==> src/rtl/cell_pixel_source.sv <==
// Cell-grid pixel source: expands 1-bit Conway cells into a raster-order
// 12-bit RGB AXI-stream, double-banked per frame, via a small prefetch FIFO.
//
// Ports:
//   clk, reset        system clock, synchronous active-high reset
//   enable_strobe     pixel-rate qualifier; a pop needs tvalid&tready&strobe
//   bank_sel          bank to display, latched when pixel (0,0) is issued
//   grid_enable       overlay cell-boundary grid lines (sampled at issue)
//   cell_rd_en/addr   cell RAM read port, addr = {bank, cell index}
//   cell_rdata        cell RAM data, valid one clock after cell_rd_en
//   pixel_t*          AXI-stream output (tuser = SOF, tlast = EOL)
//   frame_start       pulses on the cycle pixel (0,0) is issued
//   active_bank       bank being read for the current frame
`timescale 1ns/1ps

module cell_pixel_source #(
    parameter int          H_ACTIVE    = 640,
    parameter int          V_ACTIVE    = 480,
    parameter int          CELL_SHIFT  = 3,
    parameter int          GRID_W      = 80,
    parameter int          GRID_H      = 60,
    parameter int          CELL_ADDR_W = 13,
    parameter int          FIFO_DEPTH  = 4,
    parameter logic [11:0] ALIVE_COLOR = 12'hFFF,
    parameter logic [11:0] DEAD_COLOR  = 12'h000,
    parameter logic [11:0] GRID_COLOR  = 12'h333
) (
    input  logic                   clk,
    input  logic                   reset,
    input  logic                   enable_strobe,
    input  logic                   bank_sel,
    input  logic                   grid_enable,
    output logic                   cell_rd_en,
    output logic [CELL_ADDR_W:0]   cell_addr,
    input  logic                   cell_rdata,
    output logic                   pixel_tvalid,
    input  logic                   pixel_tready,
    output logic [11:0]            pixel_tdata,
    output logic                   pixel_tuser,
    output logic                   pixel_tlast,
    output logic                   frame_start,
    output logic                   active_bank
);

    localparam int XW = $clog2(H_ACTIVE);
    localparam int YW = $clog2(V_ACTIVE);
    localparam int PW = $clog2(FIFO_DEPTH);
    localparam int CW = PW + 1;
    localparam int FW = 14;

    // Issue-stage raster position and the cell index of the row start.
    logic [XW-1:0]          x;
    logic [YW-1:0]          y;
    logic [CELL_ADDR_W-1:0] row_base;
    logic                   at_origin;
    logic                   x_last;
    logic                   y_last;
    logic                   issue;
    logic                   bank_next;
    logic [CELL_ADDR_W-1:0] cell_index;

    // Sideband carried one stage alongside the RAM read.
    logic                   inflight;
    logic                   p_grid;
    logic                   p_user;
    logic                   p_last;

    // Prefetch FIFO.
    logic [FW-1:0]          mem [FIFO_DEPTH];
    logic [PW-1:0]          wr_ptr;
    logic [PW-1:0]          rd_ptr;
    logic [CW-1:0]          count;
    logic [CW:0]            credit;
    logic                   push;
    logic                   pop;
    logic                   full;
    logic [11:0]            colour;
    logic [FW-1:0]          head;

    assign at_origin  = (x == '0) && (y == '0);
    assign x_last     = (x == XW'(H_ACTIVE - 1));
    assign y_last     = (y == YW'(V_ACTIVE - 1));

    // Credit counts the read in flight so the FIFO can never overflow.
    assign credit     = {1'b0, count} + (CW+1)'(inflight);
    assign cell_rd_en = !reset && (credit < (CW+1)'(FIFO_DEPTH));
    assign issue      = cell_rd_en;

    // The (0,0) read already uses the newly selected bank.
    assign bank_next  = at_origin ? bank_sel : active_bank;
    assign cell_index = row_base + CELL_ADDR_W'(x >> CELL_SHIFT);
    assign cell_addr  = reset ? '0 : {bank_next, cell_index};
    assign frame_start = issue && at_origin;

    always_ff @(posedge clk) begin
        if (reset) begin
            x           <= '0;
            y           <= '0;
            row_base    <= '0;
            active_bank <= 1'b0;
            inflight    <= 1'b0;
            p_grid      <= 1'b0;
            p_user      <= 1'b0;
            p_last      <= 1'b0;
            assert (H_ACTIVE == (GRID_W << CELL_SHIFT) &&
                    V_ACTIVE == (GRID_H << CELL_SHIFT) &&
                    (1 << CELL_ADDR_W) >= GRID_W * GRID_H);
        end else begin
            inflight <= issue;
            if (issue) begin
                p_grid <= grid_enable &&
                          (x[CELL_SHIFT-1:0] == '0 ||
                           y[CELL_SHIFT-1:0] == '0);
                p_user <= at_origin;
                p_last <= x_last;
                if (at_origin) begin
                    active_bank <= bank_sel;
                end
                if (x_last) begin
                    x <= '0;
                    if (y_last) begin
                        y        <= '0;
                        row_base <= '0;
                    end else begin
                        y <= y + 1'b1;
                        // Next line starts a new cell row.
                        if (&y[CELL_SHIFT-1:0]) begin
                            row_base <= row_base +
                                        CELL_ADDR_W'(GRID_W);
                        end
                    end
                end else begin
                    x <= x + 1'b1;
                end
            end
        end
    end

    always_comb begin
        colour = DEAD_COLOR;
        if (p_grid) begin
            colour = GRID_COLOR;
        end else if (cell_rdata) begin
            colour = ALIVE_COLOR;
        end
    end

    assign push         = inflight;
    assign full         = (count == CW'(FIFO_DEPTH));
    assign pixel_tvalid = (count != '0);
    assign pop          = pixel_tvalid && pixel_tready && enable_strobe;
    assign head         = mem[rd_ptr];

    // Head is only driven while valid so idle outputs read as zero.
    assign pixel_tdata  = pixel_tvalid ? head[11:0] : 12'h000;
    assign pixel_tlast  = pixel_tvalid && head[12];
    assign pixel_tuser  = pixel_tvalid && head[13];

    always_ff @(posedge clk) begin
        if (push) begin
            mem[wr_ptr] <= {p_user, p_last, colour};
        end
    end

    always_ff @(posedge clk) begin
        if (reset) begin
            wr_ptr <= '0;
            rd_ptr <= '0;
            count  <= '0;
        end else begin
            assert (!(push && full && !pop));
            if (push) begin
                wr_ptr <= wr_ptr + 1'b1;
            end
            if (pop) begin
                rd_ptr <= rd_ptr + 1'b1;
            end
            if (push && !pop) begin
                count <= count + 1'b1;
            end else if (pop && !push) begin
                count <= count - 1'b1;
            end
        end
    end

endmodule
==> config.mk <==
export PLATFORM = sky130hd
export DESIGN_NAME = cell_pixel_source
export DESIGN_NICKNAME = d
export VERILOG_FILES = /design/src/rtl/cell_pixel_source.sv
export SDC_FILE = /design/constraint.sdc
export NUM_CORES = 1
export LEC_CHECK = 0
export CAP_MARGIN = 5
export CORE_UTILIZATION = 50
export CTS_BUF_LIST = sky130_fd_sc_hd__clkbuf_4 sky130_fd_sc_hd__clkbuf_8
export CTS_CLUSTER_DIAMETER = 60
export DETAILED_ROUTE_END_ITERATION = 8
export PLACE_DENSITY = 0.85
export SLEW_MARGIN = 20
export SYNTH_ARGS = -nofsm -noshare
export SYNTH_HDL_FRONTEND = slang
export SYNTH_SLANG_ARGS = --single-unit
export TNS_END_PERCENT = 5
==> constraint.sdc <==
create_clock -name clk -period 2.6 [get_ports clk]
set_input_delay 0.52 -clock clk [delete_from_list [all_inputs] [get_ports clk]]
set_output_delay 0.52 -clock clk [all_outputs]
set_load 0.01 [all_outputs]
# After elaboration in Yosys (flattened, before gate mapping)
# Memory sizes are Yosys's and may differ from the RTL's. A register that Yosys moved wholly into a read port is not among the register bits.
# Index checks and enable logic that the tools add are counted.
# totals
reg_bits	44
mem_bits_rw	56
in_bits	7
output_inout_bits	32
word_cells	63
memories	1
# memory_table
memory	words	word_bits	read_ports	rd_clocked_by_memory_dff	write_ports	line	rtl
mem	4	14	1	1	1	69	logic [FW-1:0] mem [FIFO_DEPTH];
# op_classes
addsub	9
magnitude_cmp	1
eq_ne	2
mux	15
reduce_logical	24
# ops
operator	n
12-bit 2-to-1 mux	3
13-bit 2-to-1 mux	2
14-bit 2-to-1 mux	1
13-bit by 7-bit adder with 13-bit output	1
13-bit by 7-bit adder with 13-bit output (second input constant)	1
10-bit by 1-bit adder with 10-bit output (second input constant)	1
10-bit == test (second input constant)	1
1-bit logical AND	10
10-bit zero test	1
10-bit 2-to-1 mux	1
9-bit by 1-bit adder with 9-bit output (second input constant)	1
9-bit == test (second input constant)	1
9-bit zero test	1
9-bit 2-to-1 mux	1
3-bit zero test	2
3-bit 2-to-1 mux	2
3-bit AND reduction	2
2-bit by 1-bit adder with 2-bit output (second input constant)	2
3-bit by 1-bit adder with 4-bit output	1
4-bit by 3-bit less-than comparator with 1-bit output (second input constant)	1
2-bit 2-to-1 mux	2
2-bit nonzero test	2
3-bit by 1-bit adder with 3-bit output (second input constant)	1
1-bit zero test	3
other kinds (5)	7

# Logic depth before layout (Yosys ltp)
# Gate-level depths: netlist (run 1).
# logic_depth
ltp_word	6
ltp_mapped	9
ltp_nobuf	8

# Worst setup path after synthesis (run 1)
# OpenSTA, ideal clock, no wires.
# synth_path
path_type	register -> register
from	reg count[0]
to	reg count[2]
arrival_time_ns	2.164
required_time_ns	2.529
slack_ns	0.365
stages_incl_launch_ff	10
n_path_buf	1
period_less_slack_ns	2.235
cell_sequence	dfxtp_1 or3_1 clkbuf_1 nand3_1 ha_1 inv_1 fa_1 xor2_1 or3_1 a21oi_1
# synth_between
elab_chain_cells	6
elab_cells_between_ends	11
cone_classes	add/sub: 2; mux: 2; reduce/logical: 7
# synth_lines
item	line	rtl
from (decl)	72	logic [CW-1:0] count;
from (signal assigned)	179	count <= count + 1'b1;
from (signal assigned)	181	count <= count - 1'b1;
3-bit nonzero test *	150	assign pixel_tvalid = (count != '0);
named net pixel_tvalid	36	output logic pixel_tvalid,
1-bit logical AND * (2 in series)	151	assign pop = pixel_tvalid && pixel_tready && enable_strobe;
1-bit zero test	178	if (push && !pop) begin
1-bit logical AND	178	
3-bit 2-to-1 mux or 2-bit nonzero test (tied branches)	n/a	
# The timed path passes the listed nets; every way through them passes the cells marked *. The select of a mux whose other input is x is not followed.
# A chain may end at the register's enable or synchronous reset.

==> implementation parameters, run 1 <==
Parameter                              Value

Global routing
  Wire length of the first global-routing pass ... approximately 11 mm
  Met1 Usage GRT ... approximately 24%
  Number of antenna violations at the first check in global routing ... 0
  Global routing met2 resource utilization ... between 30 and 40%
  Total Routing Usage GR ... a little over a fifth
  Gr busiest metal ... met2
  Routing usage on met3 ... roughly 4.6%
  Remaining global-route overflow ... 0
  Pin count of the biggest net entering global routing ... 36
  Via count of the first global-routing pass ... ~2,300

Routing
  Number of vias per cell after detailed routing ... 5.60
  DRC violation count after routing ... 0
  Vias ... around 2,500
  Total Routed Length ... 6.53 mm
  Routed len/inst ... 14.8 um
  Count of nets left with antenna violations after detail routing ... 0
  Detailed Routing Iterations Pass 1 ... 4
  1st-iter DRT viols ... 99

Setup path
  CP max-delay cell ... sky130_fd_sc_hd__mux4_2
  CP Launch Type ... register
  Maximum cell stage delay along the critical path ... between 0.5 and 0.6 ns
  CP Max Fanout ... 6
  Data arrival time of the critical path ... between 1.5 and 2 ns
  Critical path, cell by cell ... mux4_2 > and2_1 > clkdlybuf4s50_1
  Required time at the endpoint of the critical path ... about 2.1 ns
  Setup Crit Path Kind ... register to primary output
  Count of buffering cells on the critical path with inverters included ... 1
  Kind of cell adding the most delay to the critical path ... multiplexers
  Worst Setup End Kind ... primary output

Finish
  Fraction of layout instances using a drive strength above 1 ... approximately 16%
  Number of nets in the layout ... approximately 380
  Count of fill cells added during filler insertion ... 503
  Number of antenna diodes ... 0
  Fin area ... 3780 um2
  Synth-to-Final Area Change ... 21.5%

Timing
  Worst hold margin ... around 0.48 ns
  Clock skew after layout ... 0.00593 ns
  Slew margin rel. ... between 70% and 80%
  Final hold viol count ... 0
  RSZ-0062 raised after global routing ... false
  Final setup violation count ... 0
  Top achievable clock speed ... between 0.3 and 0.4 GHz
  Least-Margin Pin Slew ... 0.429 ns
  Final cycle utilization of the critical path ... a little over nine tenths
  Final count of pins violating max slew ... 0
  Tmin final ... between 2 and 3 ns

Clocking
  Hold buffer count at cts ... 0
  CTS tree ... built
  Number of buffers inserted during clock tree synthesis ... 9
  Maximum clock path buffer count ... 2
  Source-to-sink clock delay at the later pin of the worst-skew pair ... around 0.34 ns
  Sinks on Clock Net ... 58
  Clock transition at the registers of the reported paths ... roughly 0.070 ns
  Buffer cell driving the clock tree root ... sky130_fd_sc_hd__clkbuf_8
  H-tree level count ... 3

Placed design
  Detailed placement HPWL ... ~4.6 mm
  Port buffer count ... 38
  Placement-stage cell area ... 3530 um2
  Routability Congestion ... 0.809

Floorplanning
  Number of primary I/O pins ... 39
  Initial Utilization ... a little over half
  Core Region ... just under 6000 um2
  Height of the die ... 80.8 um
  Std-Cell Rows ... 28
  Area enclosed by the die boundary ... approximately 6500 um2
  Die width ... 80.8 um

Power and ir drop
  Power density normalized to cell area ... between 700 and 800 nW/um2
  Maximum vdd ir drop ... 0.614 mV
  Final Power ... approximately 0.0030 W
  Leak pwr ... 1.42 nW

Yosys
  Netlist area before placement ... about 3100 um2
  Share of Yosys cell area claimed by the top area cell type ... 27.1%
  List of most frequent post-synthesis cells ... sky130_fd_sc_hd__dfxtp_1, sky130_fd_sc_hd__a21oi_1, sky130_fd_sc_hd__nand2_1, sky130_fd_sc_hd__nor2_1
  Net count of the mapped netlist ... between 300 and 400
  Cell taking the most area after synthesis ... sky130_fd_sc_hd__dfxtp_1
  Number of enable-type register cells in the synthesized netlist ... 16
  Avg Cell Area, Syn ... 9.59 um2
  Warnings from Yosys ... 0
  Top flip-flop cell by instance count after synthesis ... sky130_fd_sc_hd__dfxtp_1
  Top area cells in the synthesized netlist ... sky130_fd_sc_hd__dfxtp_1, sky130_fd_sc_hd__edfxtp_1, sky130_fd_sc_hd__ha_1
  Synthesis-stage register bit count ... 58
  Asr flop ratio synth ... 0%
  Cell with the most instances after synthesis ... sky130_fd_sc_hd__dfxtp_1
  Post-synthesis cell type count ... 51
  Post-Synthesis Cells ... between 300 and 400
  Seq/Total Area, Yosys ... between 40 and 50%

Run status
  Outcome ... complete, no violations

Worst hold path
  HP Class ... register to register

Flow run
  Number of violations of the max-capacitance limit ... 0
-- worst reg2reg max path, cell delays in order (launching register included) --
cell and delay (ns):
sky130_fd_sc_hd__dfxtp_1 0.37, sky130_fd_sc_hd__or3_1 0.47, sky130_fd_sc_hd__nand3_1 0.17, sky130_fd_sc_hd__ha_1 0.20, sky130_fd_sc_hd__inv_1 0.07, sky130_fd_sc_hd__fa_1 0.38, sky130_fd_sc_hd__xor2_1 0.17, sky130_fd_sc_hd__or3_1 0.31
sky130_fd_sc_hd__a21oi_1 0.15
-- placed cells by master, fill, tap and decap left out, drive strengths merged, types with 4 or more instances in the layout --
master and n:
or4 5, o21ai 9, mux4 4, clkbuf 10, a21oi 25, o32ai 5
nand4 7, buf 14, and2 9, nor3 10, nor2b 10, or3 7
nand2 19, dlygate4sd2 6, nand2b 9, clkdlybuf4s50 28, edfxtp 16, xor2 9
nor2 19, inv 12, and3 4, nand3 16, ha 14, xnor2 7
dfxtp 42, mux2i 8, or2 7
-- report_power, final --
group	internal, W	total, W	leakage (nW)	switching, W
Clock	0.000537	0.000912	0.105	0.000375
Sequential	0.00104	0.00115	0.490	0.000101
Combinational	0.000497	0.000900	0.825	0.000403
Total	0.00208	0.00296	1.42	0.000880
-- state kept, by name, summed over array words and instances, names as in the netlist, named ones only --
| name | flops |
|---|---|
| p_user | 1 |
| p_grid | 1 |
| p_last | 1 |
| wr_ptr | 2 |
| y | 9 |
| row_base | 9 |
| count | 3 |
| inflight | 1 |
| active_bank | 1 |
| x | 10 |
| rd_ptr | 2 |
| mem | 16 |
-- stage by stage --
step	TNS, ns	util, %	cells	setup WS (ns)
5_1_grt	0	63.4	440	0.0144
3_5_place_dp	-0.399	59.3	423	-0.128
4_1_cts	-0.156	63.3	439	-0.129
2_1_floorplan	0	-	324	0.365
3_3_place_gp	-0.0586	59.3	423	-0.0308
6_report	0	63.4	440	0.0986
-- worst paths after layout --
path	start	to	slack [ns]	cells after the start
max reg2reg	count[0]$_SDFFE_PP0P_	count[2]$_SDFFE_PP0P_	0.24	8
max	register	pixel_tdata[8]	0.1	3
min reg2reg	p_grid$_SDFFE_PP0P_	p_grid$_SDFFE_PP0P_	0.48	2
min	p_grid$_SDFFE_PP0P_	p_grid$_SDFFE_PP0P_	0.48	2
-- cells by family (layout without fill, tap and decap cells) --
| kind of cell | Yosys count | after routing | synth area share (%) |
|---|---|---|---|
| AND/OR/NAND/NOR | 135 | 135 | 25.2 |
| flip-flops | 58 | 58 | 42.5 |
| AO/OA/AOI/OAI | 50 | 50 | 9.78 |
| buffers and inverters | 38 | 79 | 6.20 |
| XOR/XNOR | 16 | 16 | 4.51 |
| adder cells (fa/ha/maj) | 15 | 15 | 6.28 |
| multiplexers | 12 | 12 | 5.48 |
-- final cells by class --
class | count | area (um2) | share of cell area (%)
multi-input combinational | 228 | 1620 | 42.9
sequential | 58 | 1320 | 35.0
timing repair buffer | 51 | 478 | 12.7
clock buffer | 9 | 124 | 3.28
clock inverter | 7 | 93.8 | 2.48
tap | 75 | 93.8 | 2.48
inverter | 12 | 45.0 | 1.19
-- repair_timing --
action                     in CTS  in global routing
gates resized for setup        14                  4
buffers inserted                0                  1
setup endpoints to repair      20                  3
pin swaps                       1                  3
-- layer usage --
layer	share of wire (%)	vias to the layer above	routed length, um
met2	52	60	3420
met5	0	-	0
met3	4.6	10	301
met1	42	1170	2720
met4	1.3	0	82
li1	-	1226	-
No activity file was read; power rests on OpenSTA's default activity.
==> run 2: changes to the inputs <==
--- a/config.mk
+++ b/config.mk
@@ -9,6 +9,7 @@
 export CORE_UTILIZATION = 50
 export CTS_BUF_LIST = sky130_fd_sc_hd__clkbuf_4 sky130_fd_sc_hd__clkbuf_8
 export CTS_CLUSTER_DIAMETER = 60
+export CTS_CLUSTER_SIZE = 24
 export DETAILED_ROUTE_END_ITERATION = 8
 export PLACE_DENSITY = 0.85
 export SLEW_MARGIN = 20
==> constraint.sdc (replaced) <==
create_clock -name clk -period 2.48 [get_ports clk]
set_input_delay 0.496 -clock clk [delete_from_list [all_inputs] [get_ports clk]]
set_output_delay 0.496 -clock clk [all_outputs]
set_load 0.01 [all_outputs]
==> run 2 against run 1 <==
Sequential power is 4% higher. Flip-flop and latch count stayed put. Core utilization is 0.86 points higher. Wire length is 3.4% higher. First-iteration DRC count is 16% higher. Clock power is 20% lower. Critical path depth is 3 higher. Non-clock buffer count is 10 higher. Design area is 1.4% higher. Setup slack worse by 0.079 ns. Sequential share of layout area is 0.40 points lower.
==> implementation parameters, run 2 (same netlist as run 1, synthesis figures left out) <==
Parameter                              Value

Finish
  Number of antenna diodes ... 0 (unchanged)
  Area taken by multi-input logic gates ... 1620 um2 (unchanged)
  Number of nets in the layout ... 392 (+2.6%)
  Finished Layout Cells ... 450 (+2.3%)
  Post-layout util ... 64.3% (+0.86 points)
  Number of flip-flops under the largest register name ... 16 (unchanged)
  Largest Register ... mem
  Storage cell area ... 1330 um2 (+0.19%)
  Fin area ... 3830 um2 (+1.4%)
  Synth-to-Final Area Change ... 23.2%
  Fraction of layout instances using a drive strength above 1 ... 18.7% (+3.1 points)
  Commonest non-fill, non-tap cell in the layout ... sky130_fd_sc_hd__dfxtp_1
  Registers with the most flip-flops ... mem (16), x (10)
  Count of fill cells added during filler insertion ... 481 (-4.4%)
  Most used cells in the layout excluding fill and tap cells ... sky130_fd_sc_hd__dfxtp_1, sky130_fd_sc_hd__a21oi_1, sky130_fd_sc_hd__buf_4

Global routing
  Via count of the first global-routing pass ... 2,433 (+5.9%)
  Wire length of the first global-routing pass ... 11.1 mm (+5.2%)
  Total Routing Usage GR ... 22.4% (+1.2 points)
  Remaining global-route overflow ... 0 (unchanged)
  Number of antenna violations at the first check in global routing ... 0 (unchanged)
  Pin count of the biggest net entering global routing ... 27 (-25%)

Setup path
  CP Launch Type ... register
  Required time at the endpoint of the critical path ... 1.98 ns (-0.10 ns)
  CP Max Fanout ... 7 (+1)
  Setup Crit Path Kind ... register to primary output
  CP max-delay cell ... sky130_fd_sc_hd__or3_1
  Critical path, cell by cell ... ha_1 > a21o_1 > a21oi_4 > or3_1 > a21oi_1 > clkdlybuf4s15_2
  Maximum cell stage delay along the critical path ... 0.35 ns (-0.16 ns)
  Worst Setup End Kind ... primary output
  Data arrival time of the critical path ... 1.96 ns (-0.02 ns)

Run status
  Outcome ... complete, no violations

Clocking
  Total setup buffers inserted after CTS ... 0 (unchanged)
  Number of buffers inserted during clock tree synthesis ... 9 (unchanged)
  Buffer cell driving the clock tree root ... sky130_fd_sc_hd__clkbuf_8
  Source-to-sink clock delay at the later pin of the worst-skew pair ... 0.34 ns (about the same)
  Maximum clock path buffer count ... 2 (unchanged)
  H-tree level count ... 3 (unchanged)
  CTS tree ... built
  Clock transition at the registers of the reported paths ... 0.06 ns (about the same)
  Sinks on Clock Net ... 58 (unchanged)

Timing
  RSZ-0062 raised after global routing ... true
  Slew margin rel. ... 67.4% (-3.9 points)
  Least-Margin Pin Slew ... 0.487 ns (+0.0581 ns)
  Final hold viol count ... 0 (unchanged)
  Final setup violation count ... 0 (unchanged)
  Clock skew after layout ... 0.00665 ns (+0.000719 ns)
  Tmin final ... 2.46 ns
  Final cycle utilization of the critical path ... between 90% and 100%
  Worst setup slack after layout ... 0.0199 ns (-0.0787 ns)
  Top achievable clock speed ... 0.406 GHz
  Worst hold margin ... 0.496 ns (+0.0168 ns)
  Final count of pins violating max slew ... 0 (unchanged)

Routing
  Routed len/inst ... 15.0 um (+1.1%)
  Vias ... 2,554 (+3.6%)
  Detailed Routing Iterations Pass 1 ... 5 (+1)
  DRC violation count after routing ... 0 (unchanged)
  Count of nets left with antenna violations after detail routing ... 0 (unchanged)
  1st-iter DRT viols ... 115 (+16%)
  Number of vias per cell after detailed routing ... 5.68 (+1.3%)
  Total Routed Length ... 6.75 mm (+3.4%)

Placed design
  Post-Place Worst Slack ... -0.192 ns (-0.0641 ns)
  Number of instances in the placed design ... 434 (+2.6%)
  Detailed placement HPWL ... 4.84 mm (+6.1%)
  Routability Congestion ... 0.861 (+6.4%)
  Port buffer count ... 38 (unchanged)
  Placement-stage cell area ... 3610 um2 (+2.3%)

Worst hold path
  HP Class ... register to register

Floorplanning
  Die width ... 80.8 um (unchanged)
  Height of the die ... 80.8 um (unchanged)
  Std-Cell Rows ... 28 (unchanged)
  Number of primary I/O pins ... 39 (unchanged)
  Area enclosed by the die boundary ... 6540 um2 (unchanged)
  Core Region ... 5960 um2 (unchanged)
  Initial Utilization ... 52.2% (unchanged)

Power and ir drop
  Part of the total power dissipated in sequential elements ... 41.8% (+3.1 points)
  Clock group share of total power ... 25.5% (-5.3 points)
  Power density normalized to cell area ... 749 nW/um2 (-4.3%)
  Internal cell power ... 0.00197 W (-5.2%)
  Relative contribution of combinational cells to total power ... 32.7% (+2.3 points)
  Maximum vdd ir drop ... 0.566 mV (-7.8%)
  Switching part of the total power ... 31.3% (+1.6 points)
  Net Sw Power ... 0.000898 W (+2.1%)
  Leak pwr ... 1.61 nW (+13%)

Flow run
  Number of violations of the max-capacitance limit ... 0 (unchanged)
==> run 2: worst max-delay path, delay by kind of cell, from the launching register on <==
family / cells / cell delay, ns
AOI/OAI and AO/OA: 3 / 0.43
and+or+nand+nor: 1 / 0.35
DFF: 1 / 0.32
adders and majority gates: 1 / 0.29
buffers and inverters: 1 / 0.23
==> run 2: path summary, 6_finish.rpt <==
path                                end             startpoint  cells past startpoint  slack [ns]
hold reg to reg       y[0]$_SDFFE_PP0P_      y[0]$_SDFFE_PP0P_                      1        0.50
hold / removal        y[0]$_SDFFE_PP0P_      y[0]$_SDFFE_PP0P_                      1        0.50
setup reg to reg  count[2]$_SDFFE_PP0P_  count[0]$_SDFFE_PP0P_                      8        0.25
setup / recovery          cell_addr[11]      x[8]$_SDFFE_PP0P_                      6        0.02
==> run 2: power by group through the flow <==
stage | Sequential, W | Combinational (W) | Clock, W
2_1_floorplan | 0.00118 | 0.000653 | 0
3_5_place_dp | 0.00122 | 0.000969 | 0
4_1_cts | 0.00120 | 0.000978 | 0.000747
6_report | 0.00120 | 0.000937 | 0.000731
3_3_place_gp | 0.00121 | 0.000931 | 0
5_1_grt | 0.00121 | 0.00103 | 0.000788
==> run 2: per-layer routing <==
layer / track usage, % / routed length, um / vias to the layer above
met5: 0 / 0 / -
met4: 7.32 / 111 / 0
met3: 7.42 / 319 / 13
met2: 40.0 / 3510 / 52
met1: 24.9 / 2810 / 1249
li1: - / - / 1240
==> run 2: through the flow <==
stage,TNS (ns),power [W]
6_report,0,0.00287
2_1_floorplan,0,0.00183
5_1_grt,-0.210,0.00303
4_1_cts,-0.196,0.00293
3_5_place_dp,-0.765,0.00219
3_3_place_gp,-0.563,0.00214
==> run 2: cell type report <==
cell class              instances  area share (%)
flip-flops and latches         58            34.6
multi-input cells             228            42.3
clock inverters                 6           0.915
clock buffers                  10            3.43
inverters                      12            1.18
repair buffers                 61            15.1
well taps                      75            2.45
==> run 2: repair_timing <==
| action | CTS | global route |
|---|---|---|
| gates resized for setup | 17 | 22 |
| pin swaps | 3 | 2 |
| gates cloned | 0 | 0 |
| hold buffers | 0 | 0 |
| endpoints found under the hold margin | 0 | 0 |
| endpoints found under the setup margin | 23 | 21 |
==> RTL edit, RTL diff (settings of run 2) <==
Change the parameter `FIFO_DEPTH` from 4 to 8.
--- a/src/rtl/cell_pixel_source.sv
+++ b/src/rtl/cell_pixel_source.sv
@@ -20,7 +20,7 @@
     parameter int          GRID_W      = 80,
     parameter int          GRID_H      = 60,
     parameter int          CELL_ADDR_W = 13,
-    parameter int          FIFO_DEPTH  = 4,
+    parameter int          FIFO_DEPTH  = 8,
     parameter logic [11:0] ALIVE_COLOR = 12'hFFF,
     parameter logic [11:0] DEAD_COLOR  = 12'h000,
     parameter logic [11:0] GRID_COLOR  = 12'h333
Behaviour: not the same (a bounded check fails within 10 cycles, from zero or initial values and one cycle with reset high).
==> RTL edit against run 2 <==
- die area up 27%
- sequential cell count up 20
- sequential share of layout area up 4.6 points
- count of clock-buffer cells in the layout unchanged
- cell area up 26%
- worst setup slack better by 0.0053 ns
- synthesized cell count up 19%
- routed wire length up 24%
- fmax up 0.21%
- area after synthesis up 28%
- core utilization down 1.6 points
- clock skew up 0.0019 ns
- register-to-register slack worse by 0.14 ns
- total power up 32%
==> RTL edit: results <==
metrics = {
    "clocking": {
        "path_clk_slew_ns": 0.08,
        "cts_resized": 41,
    },
    "pwr": {
        "p_comb_share_pct": 30.6,
        "comb-power_mw": 1.16,
        "leakage_nw": 1.87,
        "vdd_drop_max_mv": 0.341,
        "clk-power_mw": 1.03,
    },
    "placement": {
        "pre_cts_ws_ns": -0.216,
        "dpl_cell_area_um2": 4560,
        "placed_cells": 529,
    },
    "synthesis": {
        "synth_fp_nets": 409,
        "ys_top_cells_by_area": "edfxtp_1 24%, dfxtp_1 23%, mux4_2 4.5%",
        "syn_avg_cell_area_um2": 10.2,
        "synth_common_cells": "46 x dfxtp_1, 39 x nor2_1, 32 x edfxtp_1",
        "synth_edf_count": 32,
        "synth_compound_area_share_pct": 8.93,
        "synth_xor_area_share_pct": 3.53,
    },
    "hold_path": {
        "min_from": "p_grid",
    },
    "detailed_routing": {
        "vias": 3155,
        "dr.first_iter.drc_count": 197,
    },
    "global_route": {
        "met1_usage_pct": 24.7,
        "grt_first_pass_wirelength_mm": 14.2,
    },
    "finish": {
        "reg_top3": "mem: 32 flops, x: 10 flops",
        "fin_area_um2": 4820,
        "nFillCells": 616,
    },
    "worst_setup_path": {
        "rr_endpoint": "count[3]",
        "cp_slowest_cell": "dfxtp_2",
        "reg2reg_setup_slack_ns": 0.11,
        "crit_end": "cell_addr[12]",
        "cp-startpoint": "row_base[5]",
        "reg2reg_depth": 11,
    },
    "run_status": {
        "status": "complete, no violations",
    },
    "timing": {
        "clock_skew_ns": 0.00857,
        "whs_ns": 0.480,
    },
}
[RTL edit: changes by cell type after synthesis, sizes merged, moves of 4 or more]
cell	change
and2	-4
clkbuf	+4
dfxtp	+4
edfxtp	+16
inv	-4
mux4	+4
nand4	+5
nor2	+20
nor3	-6
o21ai	+7
o32ai	-5
or2	-4
[RTL edit: worst min-delay path by stage]
stage | end | depth (start not counted)
detailed placement | p_grid | 2
global route | p_grid | 2
finish | p_grid | 2
floorplan | p_grid | 2
CTS | p_grid | 2
global placement | p_grid | 2
[RTL edit: cell type report]
class                      count  area share, %
sequential                    78           39.2
clock inverter                 6           1.79
timing repair buffer          72           12.4
multi-input combinational    271           40.6
inverter                       8          0.623
tap                          102           2.65
clock buffer                  10           2.73
[RTL edit: routing by layer]
metal	vias to the layer above	wire length, um	share of wire, %
met5	-	0	0
met3	19	388	4.6
li1	1505	-	-
met1	1531	3520	42
met4	0	160	1.9
met2	100	4330	52
